===== src/rtl/fifo_sync_param_if.sv =====
// -----------------------------------------------------------------------------
// fifo_sync_param_if
// Bundles the producer/consumer-facing signals of fifo_sync_param.
//   slave  : the FIFO side (takes requests, drives data and status)
//   master : the user side (drives requests, observes data and status)
// Signals:
//   flush, clr_err          control requests
//   wr_en, din              write request and data
//   rd_en                   read (pop) request
//   dout, dout_valid        read data and its qualifier
//   full, empty             occupancy extremes
//   almost_full/_empty      threshold flags
//   count                   occupancy 0..DEPTH
//   overflow, underflow     sticky error flags
// -----------------------------------------------------------------------------
interface fifo_sync_param_if #(
   parameter int DATA_WIDTH = 8,
   parameter int ADDR_WIDTH = 4
);
   logic                  flush;
   logic                  clr_err;
   logic                  wr_en;
   logic [DATA_WIDTH-1:0] din;
   logic                  rd_en;
   logic [DATA_WIDTH-1:0] dout;
   logic                  dout_valid;
   logic                  full;
   logic                  empty;
   logic                  almost_full;
   logic                  almost_empty;
   logic [ADDR_WIDTH:0]   count;
   logic                  overflow;
   logic                  underflow;

   modport slave (
      input  flush, clr_err, wr_en, din, rd_en,
      output dout, dout_valid, full, empty, almost_full, almost_empty,
             count, overflow, underflow
   );

   modport master (
      output flush, clr_err, wr_en, din, rd_en,
      input  dout, dout_valid, full, empty, almost_full, almost_empty,
             count, overflow, underflow
   );
endinterface


===== src/rtl/fifo_sync_param.sv =====
// -----------------------------------------------------------------------------
// fifo_sync_param
// Single-clock FIFO owning its storage, pointers, occupancy counter and flags.
// Supports a registered (FWFT=0) or first-word-fall-through (FWFT=1) read
// port, programmable almost-full/almost-empty thresholds, synchronous flush
// and sticky overflow/underflow flags.
// Ports:
//   clk  : clock, all state updates on the rising edge
//   rst  : synchronous active-high reset, highest priority
//   bus  : fifo_sync_param_if.slave (requests in, data/status out)
// -----------------------------------------------------------------------------
module fifo_sync_param #(
   parameter int DATA_WIDTH = 8,
   parameter int ADDR_WIDTH = 4,
   parameter int FWFT       = 0,
   parameter int AF_THRESH  = 14,
   parameter int AE_THRESH  = 2
) (
   input logic               clk,
   input logic               rst,
   fifo_sync_param_if.slave  bus
);

   localparam int DEPTH = 2 ** ADDR_WIDTH;
   localparam logic [ADDR_WIDTH:0] CNT_FULL = (ADDR_WIDTH + 1)'(DEPTH);
   localparam logic [ADDR_WIDTH:0] CNT_AF   = (ADDR_WIDTH + 1)'(AF_THRESH);
   localparam logic [ADDR_WIDTH:0] CNT_AE   = (ADDR_WIDTH + 1)'(AE_THRESH);
   localparam logic [ADDR_WIDTH:0] CNT_ONE  = (ADDR_WIDTH + 1)'(1);
   localparam logic [ADDR_WIDTH-1:0] PTR_ONE = ADDR_WIDTH'(1);

   if (!(AE_THRESH >= 0 && AE_THRESH < AF_THRESH && AF_THRESH <= DEPTH)) begin : g_bad_thresh
      $error("fifo_sync_param: thresholds must satisfy 0 <= AE_THRESH < AF_THRESH <= DEPTH");
   end

   logic [DATA_WIDTH-1:0] mem_q [DEPTH];

   logic [ADDR_WIDTH-1:0] wr_ptr_q, wr_ptr_d;
   logic [ADDR_WIDTH-1:0] rd_ptr_q, rd_ptr_d;
   logic [ADDR_WIDTH:0]   count_q,  count_d;
   logic                  ovf_q,    ovf_d;
   logic                  unf_q,    unf_d;

   logic full, empty;
   logic wr_acc, rd_acc;

   // Full/empty come from the occupancy counter so that equal pointers are
   // never ambiguous.
   assign full  = (count_q == CNT_FULL);
   assign empty = (count_q == '0);

   always_comb begin
      wr_ptr_d = wr_ptr_q;
      rd_ptr_d = rd_ptr_q;
      count_d  = count_q;
      // Acceptance uses only the pre-edge flags: a same-cycle read never
      // frees room for a write into a full FIFO, and vice versa.
      wr_acc   = bus.wr_en & ~full  & ~bus.flush;
      rd_acc   = bus.rd_en & ~empty & ~bus.flush;
      ovf_d    = ovf_q & ~bus.clr_err;
      unf_d    = unf_q & ~bus.clr_err;

      if (bus.flush) begin
         wr_ptr_d = '0;
         rd_ptr_d = '0;
         count_d  = '0;
      end else begin
         if (wr_acc) wr_ptr_d = wr_ptr_q + PTR_ONE;
         if (rd_acc) rd_ptr_d = rd_ptr_q + PTR_ONE;
         case ({wr_acc, rd_acc})
            2'b10:   count_d = count_q + CNT_ONE;
            2'b01:   count_d = count_q - CNT_ONE;
            default: count_d = count_q;
         endcase
         // A fresh error overrides a same-cycle clear.
         if (bus.wr_en & full)  ovf_d = 1'b1;
         if (bus.rd_en & empty) unf_d = 1'b1;
      end
   end

   always_ff @(posedge clk) begin
      if (rst) begin
         wr_ptr_q <= '0;
         rd_ptr_q <= '0;
         count_q  <= '0;
         ovf_q    <= 1'b0;
         unf_q    <= 1'b0;
      end else begin
         wr_ptr_q <= wr_ptr_d;
         rd_ptr_q <= rd_ptr_d;
         count_q  <= count_d;
         ovf_q    <= ovf_d;
         unf_q    <= unf_d;
      end
   end

   // Storage is deliberately not reset; stale words are unreachable once the
   // pointers and count are cleared.
   always_ff @(posedge clk) begin
      if (wr_acc && !rst) mem_q[wr_ptr_q] <= bus.din;
   end

   if (FWFT != 0) begin : g_fwft
      // Head word is shown directly from storage whenever anything is held.
      assign bus.dout       = mem_q[rd_ptr_q];
      assign bus.dout_valid = ~empty;
   end else begin : g_std
      logic [DATA_WIDTH-1:0] dout_q;
      logic                  dout_vld_q;

      always_ff @(posedge clk) begin
         if (rst) begin
            dout_q     <= '0;
            dout_vld_q <= 1'b0;
         end else begin
            dout_vld_q <= rd_acc;
            if (rd_acc) dout_q <= mem_q[rd_ptr_q];
         end
      end

      assign bus.dout       = dout_q;
      assign bus.dout_valid = dout_vld_q;
   end

   assign bus.full         = full;
   assign bus.empty        = empty;
   assign bus.almost_full  = (count_q >= CNT_AF);
   assign bus.almost_empty = (count_q <= CNT_AE);
   assign bus.count        = count_q;
   assign bus.overflow     = ovf_q;
   assign bus.underflow    = unf_q;

endmodule


===== src/flat_wrapper.sv =====
// flat-port wrapper written by rule: the top's interface ports become plain ports
module fifo_sync_param_flat 
#(
   parameter int DATA_WIDTH = 8,
   parameter int ADDR_WIDTH = 4,
   parameter int FWFT       = 0,
   parameter int AF_THRESH  = 14,
   parameter int AE_THRESH  = 2
)
  (clk, rst, bus_flush, bus_clr_err, bus_wr_en, bus_din, bus_rd_en, bus_dout, bus_dout_valid, bus_full, bus_empty, bus_almost_full, bus_almost_empty, bus_count, bus_overflow, bus_underflow);
  fifo_sync_param_if #(.DATA_WIDTH(DATA_WIDTH), .ADDR_WIDTH(ADDR_WIDTH)) bus_i ();
  input logic clk;
  input logic rst;
  input wire logic [$bits(bus_i.flush)-1:0] bus_flush;
  input wire logic [$bits(bus_i.clr_err)-1:0] bus_clr_err;
  input wire logic [$bits(bus_i.wr_en)-1:0] bus_wr_en;
  input wire logic [$bits(bus_i.din)-1:0] bus_din;
  input wire logic [$bits(bus_i.rd_en)-1:0] bus_rd_en;
  output wire logic [$bits(bus_i.dout)-1:0] bus_dout;
  output wire logic [$bits(bus_i.dout_valid)-1:0] bus_dout_valid;
  output wire logic [$bits(bus_i.full)-1:0] bus_full;
  output wire logic [$bits(bus_i.empty)-1:0] bus_empty;
  output wire logic [$bits(bus_i.almost_full)-1:0] bus_almost_full;
  output wire logic [$bits(bus_i.almost_empty)-1:0] bus_almost_empty;
  output wire logic [$bits(bus_i.count)-1:0] bus_count;
  output wire logic [$bits(bus_i.overflow)-1:0] bus_overflow;
  output wire logic [$bits(bus_i.underflow)-1:0] bus_underflow;
  assign bus_i.flush = bus_flush;
  assign bus_i.clr_err = bus_clr_err;
  assign bus_i.wr_en = bus_wr_en;
  assign bus_i.din = bus_din;
  assign bus_i.rd_en = bus_rd_en;
  assign bus_dout = bus_i.dout;
  assign bus_dout_valid = bus_i.dout_valid;
  assign bus_full = bus_i.full;
  assign bus_empty = bus_i.empty;
  assign bus_almost_full = bus_i.almost_full;
  assign bus_almost_empty = bus_i.almost_empty;
  assign bus_count = bus_i.count;
  assign bus_overflow = bus_i.overflow;
  assign bus_underflow = bus_i.underflow;
  fifo_sync_param #(.DATA_WIDTH(DATA_WIDTH), .ADDR_WIDTH(ADDR_WIDTH), .FWFT(FWFT), .AF_THRESH(AF_THRESH), .AE_THRESH(AE_THRESH)) u_core (.clk(clk), .rst(rst), .bus(bus_i));
endmodule

===== config.mk =====
export PLATFORM = sky130hd
export DESIGN_NAME = fifo_sync_param_flat
export DESIGN_NICKNAME = d
export VERILOG_FILES = /design/src/rtl/fifo_sync_param_if.sv /design/src/rtl/fifo_sync_param.sv /design/src/flat_wrapper.sv
export SDC_FILE = /design/constraint.sdc
export NUM_CORES = 1
export LEC_CHECK = 0
export CORE_MARGIN = 8
export CORE_UTILIZATION = 50
export DETAILED_ROUTE_END_ITERATION = 7
export PLACE_DENSITY_LB_ADDON = 0.15
export SLEW_MARGIN = 5
export SYNTH_ARGS = -nofsm -noshare
export SYNTH_HDL_FRONTEND = slang
export SYNTH_SLANG_ARGS = --single-unit

===== constraint.sdc =====
create_clock -name clk -period 3.35 [get_ports clk]
set_input_delay 0.67 -clock clk [delete_from_list [all_inputs] [get_ports clk]]
set_output_delay 0.67 -clock clk [all_outputs]
set_load 0.05 [all_outputs]

==> After elaboration in Yosys (flattened, before gate mapping) <==
Memory sizes are Yosys's and may differ from the RTL's. A register that Yosys moved wholly into a read port is not among the register bits.
Cells that the tools add are included.
Widths: inputs -> output; s select.
{ "totals": {"reg_bits": 16, "mem_bits_rw": 128, "in_bits": 14, "out_inout_bits": 20, "elab_cells": 40, "mem_count": 1} }
{ "classes": {"add_sub_neg": 4, "n_lt_le_gt_ge": 2, "eq_ne": 3, "mux": 7, "bitwise": 12, "n_reduce_logical": 5} }
{ "memory_table": {"columns": ["name", "words", "word_bits", "rd", "rd_clocked_by_memory_dff", "wr", "line", "source"], "rows": [
  ["u_core.mem_q", 16, 8, 1, 1, 1, "fifo_sync_param.sv:35", "logic [DATA_WIDTH-1:0] mem_q [DEPTH];"]
]} }
{ "op_table": {"columns": ["op", "count"], "rows": [
  ["$pmux 5 s2", 1],
  ["$add 4x1->4 const B", 2],
  ["$and 1x1->1", 8],
  ["$mux 1", 6],
  ["$add 5x1->5 const B", 1],
  ["$eq 5x5->1 const B", 1],
  ["$ge 5x4->1 const B", 1],
  ["$le 5x2->1 const B", 1],
  ["$logic_not 5->1", 1],
  ["$sub 5x1->5 const B", 1],
  ["$not 1->1", 4],
  ["$eq 2x1->1 const B", 1],
  ["$eq 2x2->1 const B", 1],
  ["$reduce_bool 2->1", 1],
  ["$reduce_or 2->1", 1],
  ["$logic_and 1x1->1", 1],
  ["$logic_not 1->1", 1]
]} }

==> Longest topological paths before layout <==
Gate-level depths: netlist of run 1.
{ "logic_depth": {"word_depth": 7, "mapped_depth": 13, "ltp_nobuf": 10} }

==> Worst setup path before layout of run 1 <==
OpenSTA, ideal clock, no wires.
{ "synth_path": {"kind": "reg2reg", "from": "reg u_core.count_q[0], in the netlist u_core.bus.count[0]", "to": "reg u_core.count_q[4], in the netlist u_core.bus.count[4]", "setup_ns": 0.072, "arrival_time_ns": 3.074, "required_ns": 3.278, "path_slack_ns": 0.204, "stages_incl_launch_ff": 14, "path_buffers": 3, "synth_period_minus_slack_ns": 3.146, "cell_sequence": "dfxtp_1 or3_1 buf_4 o21ai_4 buf_2 inv_1 ha_1 clkbuf_1 xor2_1 ha_1 nor3_1 a211o_1 a311oi_1 mux2i_1"} }
{ "synth_via": {"elab_chain_len": 6, "elab_cells_between_ends": 14, "cone_classes": "add/sub: 2; eq/ne: 3; mux: 1; bitwise: 6; reduce/logical: 2"} }
{ "synth_rtl": {"columns": ["item", "line", "source"], "rows": [
  ["start: declaration", "fifo_sync_param.sv:39", "logic [ADDR_WIDTH:0] count_q, count_d;"],
  ["start signal: assignment", "fifo_sync_param.sv:90", "count_q <= count_d;"],
  ["$logic_not 5->1 (*)", "fifo_sync_param.sv:49", "assign empty = (count_q == '0);"],
  ["$not 1->1 (*)", "fifo_sync_param.sv:58", "rd_acc = bus.rd_en & ~empty & ~bus.flush;"],
  ["$and 1x1->1 (*) (2 in a row)", "fifo_sync_param.sv:58", null],
  ["net u_core.rd_acc", "fifo_sync_param.sv:44", "logic wr_acc, rd_acc;"],
  ["$eq 2x1->1 / $eq 2x2->1 (equally long branches)", "fifo_sync_param.sv:69", "case ({wr_acc, rd_acc})"],
  ["$pmux 5 s2 / $reduce_bool 2->1 (equally long branches)", null, null]
]} }
The timed path passes the listed nets; every way through them passes the cells marked *.
A chain may end at the register's enable or synchronous reset.

==> Worst setup path in the final report of run 1 <==
{ "layout_path": {"from": "reg u_core.count_q[2], in the netlist u_core.bus.count[2]", "to": "out bus_empty"} }
{ "layout_via": {"elab_chain_len": 1} }
{ "layout_rtl": {"columns": ["item", "line", "source"], "rows": [
  ["$logic_not 5->1", "fifo_sync_param.sv:49", null],
  ["end: declaration", "flat_wrapper.sv:22", "output wire logic [$bits(bus_i.empty)-1:0] bus_empty;"]
]} }
Every way passes these cells.

==> results.yml, run 1 <==
timing:
  fmax_ghz: 0.318
  slew_viol_final: 0
  setup_viol: 0
  min_period_ns: 3.15
  relSlewSlack_pct: 59.6
  tns_ns: 0
  tightest_slew_ns: 0.605
  rsz0062_at_grt: "no"
  fin_worst_skew_ns: 0.00570
  setup_ws_ns: 0.204
  timing.final.crit_share_pct: 93.9
  hold_viol_final: 0
synthesis:
  syn-instance-count: 356
  synth-seq-cells: 152
  synthArstFlopShare_pct: 0
  synth_seq_area_share_pct: 68.8
  yosysMostFrequentCell: "edfxtp_1"
  netlist_area_mm2: 0.00629
  synth_area_leaders: "edfxtp_1 (61%), mux4_2 (11%), dfxtp_1 (7.6%), mux2i_1 (3.2%), nor2_1 (2.0%)"
  synth_edf_count: 128
  yosysUniqueCellTypes: 47
  yosys-top-cells-count: "edfxtp_1 (128), nor2_1 (34), mux4_2 (32)"
  yosys.area.top_type: "edfxtp_1"
  syn-mean-instance-area_um2: 17.7
  ys_warn_count: 0
  synth_fp_nets: 378
  synth_flop_cell: "edfxtp_1"
  synth_top_area_share_pct: 61.1
drt:
  vias: 3311
  drtIter0Drc: 288
  dr.max_layer_used: "met4"
  viasPerCell: 5.52
  wirelength_met1_um: 5850
  route.met2.wl_um: 6090
  wirelength_um: 12700
  wl_per_cell_um: 21.1
  route.detailed.drc: 0
  firstDrtPassIters: 4
  wl_met3_um: 534
  ant_nets: 0
outcome:
  status: "finished clean"
floorplan:
  die_x_um: 128
  ios: 34
  start_util_pct: 50.4
  num_rows: 41
  dieArea_mm2: 0.0164
  die-height_um: 128
  coreArea_mm2: 0.0125
placed_design:
  dp_worst_setup_slack_ns: 0.0451
  gp_congestion: 0.824
  dpl.hpwl_um: 8310
  io_buffers: 33
job:
  cap_viol_max_count: 0
global_routing:
  first_global_vias: 3495
  grt.total_usage_pct: 16.8
  grt_max_degree: 27
  grt_overflow: 0
  grt_pass1_wl_um: 20200
  antenna_found_initial: 0
setup_path:
  startpoint: "u_core.bus.count[2]$_SDFFE_PP0P_"
  required_ns: 2.68
  path_max_fanout: 13
  r2r-start: "u_core.bus.count[2]$_SDFFE_PP0P_"
  crit_path_start_kind: "flip-flop"
  setup.worst_path.class: "reg2out"
  cp-end-kind: "primary output"
  cp.arrival_ns: 2.48
clock_network:
  cts_tree: "done"
  cts_root_buffer: "clkbuf_16"
  clk-insertion-delay-late_ns: 0.42
  htree_levels: 4
  path_clk_slew_ns: 0.06
  cts_max_path_buffers: 2
  numClockSinks: 152
  cts_setup_buffers: 0
  cts_resized: 0
  numCtsBuffers: 17
  hold_buffers: 0
hold_path:
  min_path_type: "reg2reg"
  min_from: "u_core.bus.dout[1]$_SDFFE_PP0N_"
final_layout:
  layout-drive-gt1-share_pct: 23.8
  n_antenna_cell: 0
  fin_nets: 437
  areaGrowthSynthToFinish_pct: 19.1
power_and_ir_drop:
  leakagePower_nw: 2.42
  ir_drop_uv: 331
  power_density_mw_per_mm2: 532
[state kept, by name, indices dropped and copies added, names as in the netlist]
register and cells:
u_core.bus.overflow 1, u_core.bus.dout_valid 1, u_core.bus.count 5, u_core.bus.underflow 1, u_core.rd_ptr_q 4, u_core.wr_ptr_q 4, u_core.mem_q 128, u_core.bus.dout 8
[layout make-up]
type / count / area [um2]
clock buffers: 19 / 433
multi-input cells: 177 / 1820
repair buffers: 61 / 543
flip-flops and latches: 152 / 4330
well taps: 172 / 215
fillers: 956 / 4980
clock inverters: 13 / 129
inverters: 6 / 22.5
[layer usage]
metal  up-vias  track usage (%)
met3        15             3.70
met2        55             25.7
met5         -                0
li1       1527                -
met1      1714             22.8
met4         0             6.92
[per-stage QoR]
step	hold slack, ns	power [W]	util [%]	instance area, um2	cells
4_1_cts	0.520	0.00402	60.1	7490	600
2_1_floorplan	0.485	0.00215	-	6290	356
5_1_grt	0.554	0.00410	60.1	7490	600
6_report	0.517	0.00398	60.1	7490	600
3_5_place_dp	0.504	0.00222	55.6	6930	568
3_3_place_gp	0.508	0.00221	55.6	6930	568
[kinds of logic after synthesis]
kind of cell	share of synthesized area, %
AO/OA/AOI/OAI	4.72
XOR/XNOR	1.11
adder cells (fa/ha/maj)	1.59
buffers and inverters	2.27
flip-flops	68.8
multiplexers	14.6
AND/OR/NAND/NOR	6.90
[path summary, 6_finish.rpt]
kind	slack, ns	to	cells past startpoint
setup / recovery	0.20	bus_empty	3
hold / removal	0.52	u_core.bus.dout[1]$_SDFFE_PP0N_	2
setup reg to reg	0.47	u_core.bus.count[4]$_SDFFE_PP0P_	10
hold reg to reg	0.52	u_core.bus.dout[1]$_SDFFE_PP0N_	2
[power breakdown]
group | internal (W) | total, W | switching, W | leakage, nW
clock | 0.00109 | 0.00181 | 0.000718 | 0.272
combinational | 0.0000431 | 0.000118 | 0.0000745 | 0.798
sequential | 0.00206 | 0.00206 | 0.00000346 | 1.35
[placed cells by master (no fill, tap or decap), types with 3 or more instances in the layout]
cell and count:
edfxtp_1 128, nor2_1 34, mux4_2 32, clkdlybuf4s50_1 32
buf_4 28, dfxtp_1 23, mux2i_1 20, clkbuf_16 17
nand3b_1 9, nand2_1 9, o221ai_2 8, ha_1 8
inv_1 6, xor2_1 6, or3_1 5, nor3_1 4
nor2b_1 4, clkinv_2 4, a211oi_1 3, a21oi_1 3
o211ai_1 3
[worst max-delay path, stage by stage (launching register included)]
cell,delay [ns]
dfxtp_1,0.46
or3_1,0.55
nor2_1,0.20
clkdlybuf4s50_1,0.84
Note: power is estimated with default switching activity, not from simulation.
==> run 2: changes to the inputs <==
- ABC_AREA: not set -> 1
==> run 2 against run 1 <==
Net effect: critical path depth increased by 1; combinational power increased by 120%; area after synthesis decreased by 0.84%; cell count increased by 27%; first-iteration DRC count increased by 75%; sequential cell count unchanged; non-clock buffer count decreased by 7; design area decreased by 1.7%; global-route usage increased by 1.4 points; critical path type unchanged; critical endpoint is now bus_full; largest power group unchanged; highest routed layer unchanged.
==> results.yml, run 2 <==
outcome:
  status: "finished clean"
timing:
  tns_ns: 0
  min_period_ns: 2.70
  fmax_ghz: 0.370
  setup_ws_ns: 0.649
  whs_ns: 0.460
  rsz0062_at_grt: "no"
  setup_viol: 0
  timing.final.crit_share_pct: 80.6
  fin_worst_skew_ns: 0.00601
  slew_viol_final: 0
  hold_viol_final: 0
  tightest_slew_ns: 1.03
  relSlewSlack_pct: 31.0
synthesis:
  yosysMostFrequentCell: "edfxtp_1"
  ys_warn_count: 0
  synth-seq-cells: 152
  synth_edf_count: 128
  synthArstFlopShare_pct: 0
  yosysUniqueCellTypes: 30
  syn-instance-count: 532
  synth_fp_nets: 554
  syn-mean-instance-area_um2: 11.7
  synth_top_area_share_pct: 61.6
  synth_area_leaders: "edfxtp_1 (62%), dfxtp_1 (7.7%), nor2_1 (6.6%), o21ai_0 (5.0%), o221ai_1 (2.9%)"
  yosys.area.top_type: "edfxtp_1"
  synth_flop_cell: "edfxtp_1"
  synth_seq_area_share_pct: 69.3
  yosys-top-cells-count: "edfxtp_1 (128), nor2_1 (109), o21ai_0 (62)"
  netlist_area_mm2: 0.00624
final_layout:
  final_area_mm2: 0.00736
  regMostFlops: "u_core.mem_q"
  final_cell_mix: "edfxtp_1 (128), nor2_1 (109), o21ai_0 (62), clkdlybuf4s50_1 (33), inv_1 (31)"
  areaGrowthSynthToFinish_pct: 18.0
  largest_reg_flops: 128
  layout.cells.non_filler: 759
  nFillCells: 1003
  n_antenna_cell: 0
  layout-drive-gt1-share_pct: 11.3
  final_common_cell: "edfxtp_1"
  fin_nets: 600
global_routing:
  grt_max_degree: 69
  grt_pass1_wl_um: 22300
  grt.total_usage_pct: 18.2
  antenna_found_initial: 0
  grt_overflow: 0
  first_global_vias: 3944
setup_path:
  cp.arrival_ns: 2.03
  cp-end-kind: "primary output"
  required_ns: 2.68
  reg2reg_to: "u_core.bus.count[4]$_SDFFE_PP0P_"
  rr_worst_depth: 14
  r2r-start: "u_core.bus.count[1]$_SDFFE_PP0P_"
  path_max_fanout: 7
  setup.worst_path.class: "reg2out"
  rrSetupSlack_ns: 1.06
  crit_path_start_kind: "flip-flop"
  path_buf_inv: 2
  crit_cells: 4
  path_cells: "nor2_2, nand3_2, inv_1, clkdlybuf4s50_1"
  crit_path_max_incr_delay_ns: 0.81
  slowest_stage: "clkdlybuf4s50_1"
  cp_top_family: "buffers and inverters"
clock_network:
  numCtsBuffers: 17
  cts_root_buffer: "clkbuf_16"
  clk-insertion-delay-late_ns: 0.42
  hold_buffers: 0
  numClockSinks: 152
  path_clk_slew_ns: 0.06
  cts_max_path_buffers: 2
  cts_setup_buffers: 0
  cts_tree: "done"
  htree_levels: 4
  cts_resized: 0
hold_path:
  hold_end: "u_core.bus.overflow$_SDFF_PP0_"
  whs_path_depth: 2
  min_from: "u_core.bus.overflow$_SDFF_PP0_"
  min_path_type: "reg2reg"
power_and_ir_drop:
  clkPwrFrac_pct: 42.7
  internal_power_w: 0.00310
  ir_drop_uv: 346
  p_sw_w: 0.000978
  seq_power_share_pct: 50.9
  netSwitchingFraction_pct: 24.0
  power_density_mw_per_mm2: 554
  pwr-share-comb_pct: 6.4
  leakagePower_nw: 2.56
job:
  cap_viol_max_count: 0
placed_design:
  gp_congestion: 0.810
  place_area_mm2: 0.00681
  dp_worst_setup_slack_ns: 0.447
  dpl.hpwl_um: 8720
  io_buffers: 33
  numPlacedInstances: 727
floorplan:
  num_rows: 40
  dieArea_mm2: 0.0163
  die-height_um: 128
  coreArea_mm2: 0.0121
  start_util_pct: 51.5
  die_x_um: 128
  ios: 34
drt:
  ant_nets: 0
  vias: 4251
  wirelength_um: 14200
  drtIter0Drc: 505
  route.detailed.drc: 0
  firstDrtPassIters: 5
  viasPerCell: 5.60
  wl_per_cell_um: 18.8
## run 2: final cells by class
| type | count | area [um2] | area share (%) |
|---|---|---|---|
| multi-input combinational | 317 | 1650 | 22.4 |
| inverter | 36 | 138 | 1.87 |
| tap | 168 | 210 | 2.86 |
| timing repair buffer | 54 | 488 | 6.63 |
| clock inverter | 15 | 124 | 1.68 |
| sequential | 152 | 4330 | 58.8 |
| clock buffer | 17 | 425 | 5.78 |
## run 2: how the worst max path moves through the flow
stage,start,slack (ns),endpoint
after global routing,u_core.bus.count[2]$_SDFFE_PP0P_,0.53,bus_full
after detailed placement,bus_flush,0.45,u_core.bus.count[4]$_SDFFE_PP0P_
after CTS,u_core.bus.count[2]$_SDFFE_PP0P_,0.62,bus_full
final,u_core.bus.count[2]$_SDFFE_PP0P_,0.65,bus_full
after global placement,bus_rd_en,0.51,u_core.bus.count[4]$_SDFFE_PP0P_
after floorplan,u_core.bus.count[1]$_SDFFE_PP0P_,0.93,u_core.bus.count[4]$_SDFFE_PP0P_
## run 2: cells by family after synthesis
logic type      count (synthesis)  share of synthesized area (%)
simple gates                  178                           12.1
flops                         152                           69.3
xor+xnor                        5                          0.702
fa+ha+maj                       8                           1.61
buf+inv                        63                           4.21
compound gates                126                           12.1
## run 2: worst min-delay path: stages, from the launching register on
cell and delay (ns):
dfxtp_1 0.31, nand2_1 0.06, a21oi_1 0.05
## run 2: metrics by stage
| stage | util (%) | total power, W |
|---|---|---|
| after floorplan | - | 0.00227 |
| after global placement | 56.2 | 0.00237 |
| after detailed placement | 56.2 | 0.00238 |
| after CTS | 60.8 | 0.00411 |
| after global routing | 60.8 | 0.00420 |
| final | 60.8 | 0.00408 |
## run 2: power by group through the flow
stage          logic, W  clock network [W]  registers, W
2_1_floorplan  0.000120                  0       0.00215
5_1_grt        0.000284            0.00184       0.00208
3_3_place_gp   0.000259                  0       0.00212
3_5_place_dp   0.000261                  0       0.00212
6_report       0.000261            0.00174       0.00208
4_1_cts        0.000263            0.00177       0.00208
## run 2: per-layer routing
| layer | share of wire (%) | up-vias | global-route usage (%) |
|---|---|---|---|
| met4 | 0.88 | 0 | 6.22 |
| met1 | 45 | 2078 | 24.8 |
| li1 | - | 2014 | - |
| met3 | 6.6 | 11 | 4.28 |
| met5 | 0 | - | 0 |
| met2 | 48 | 148 | 28.0 |
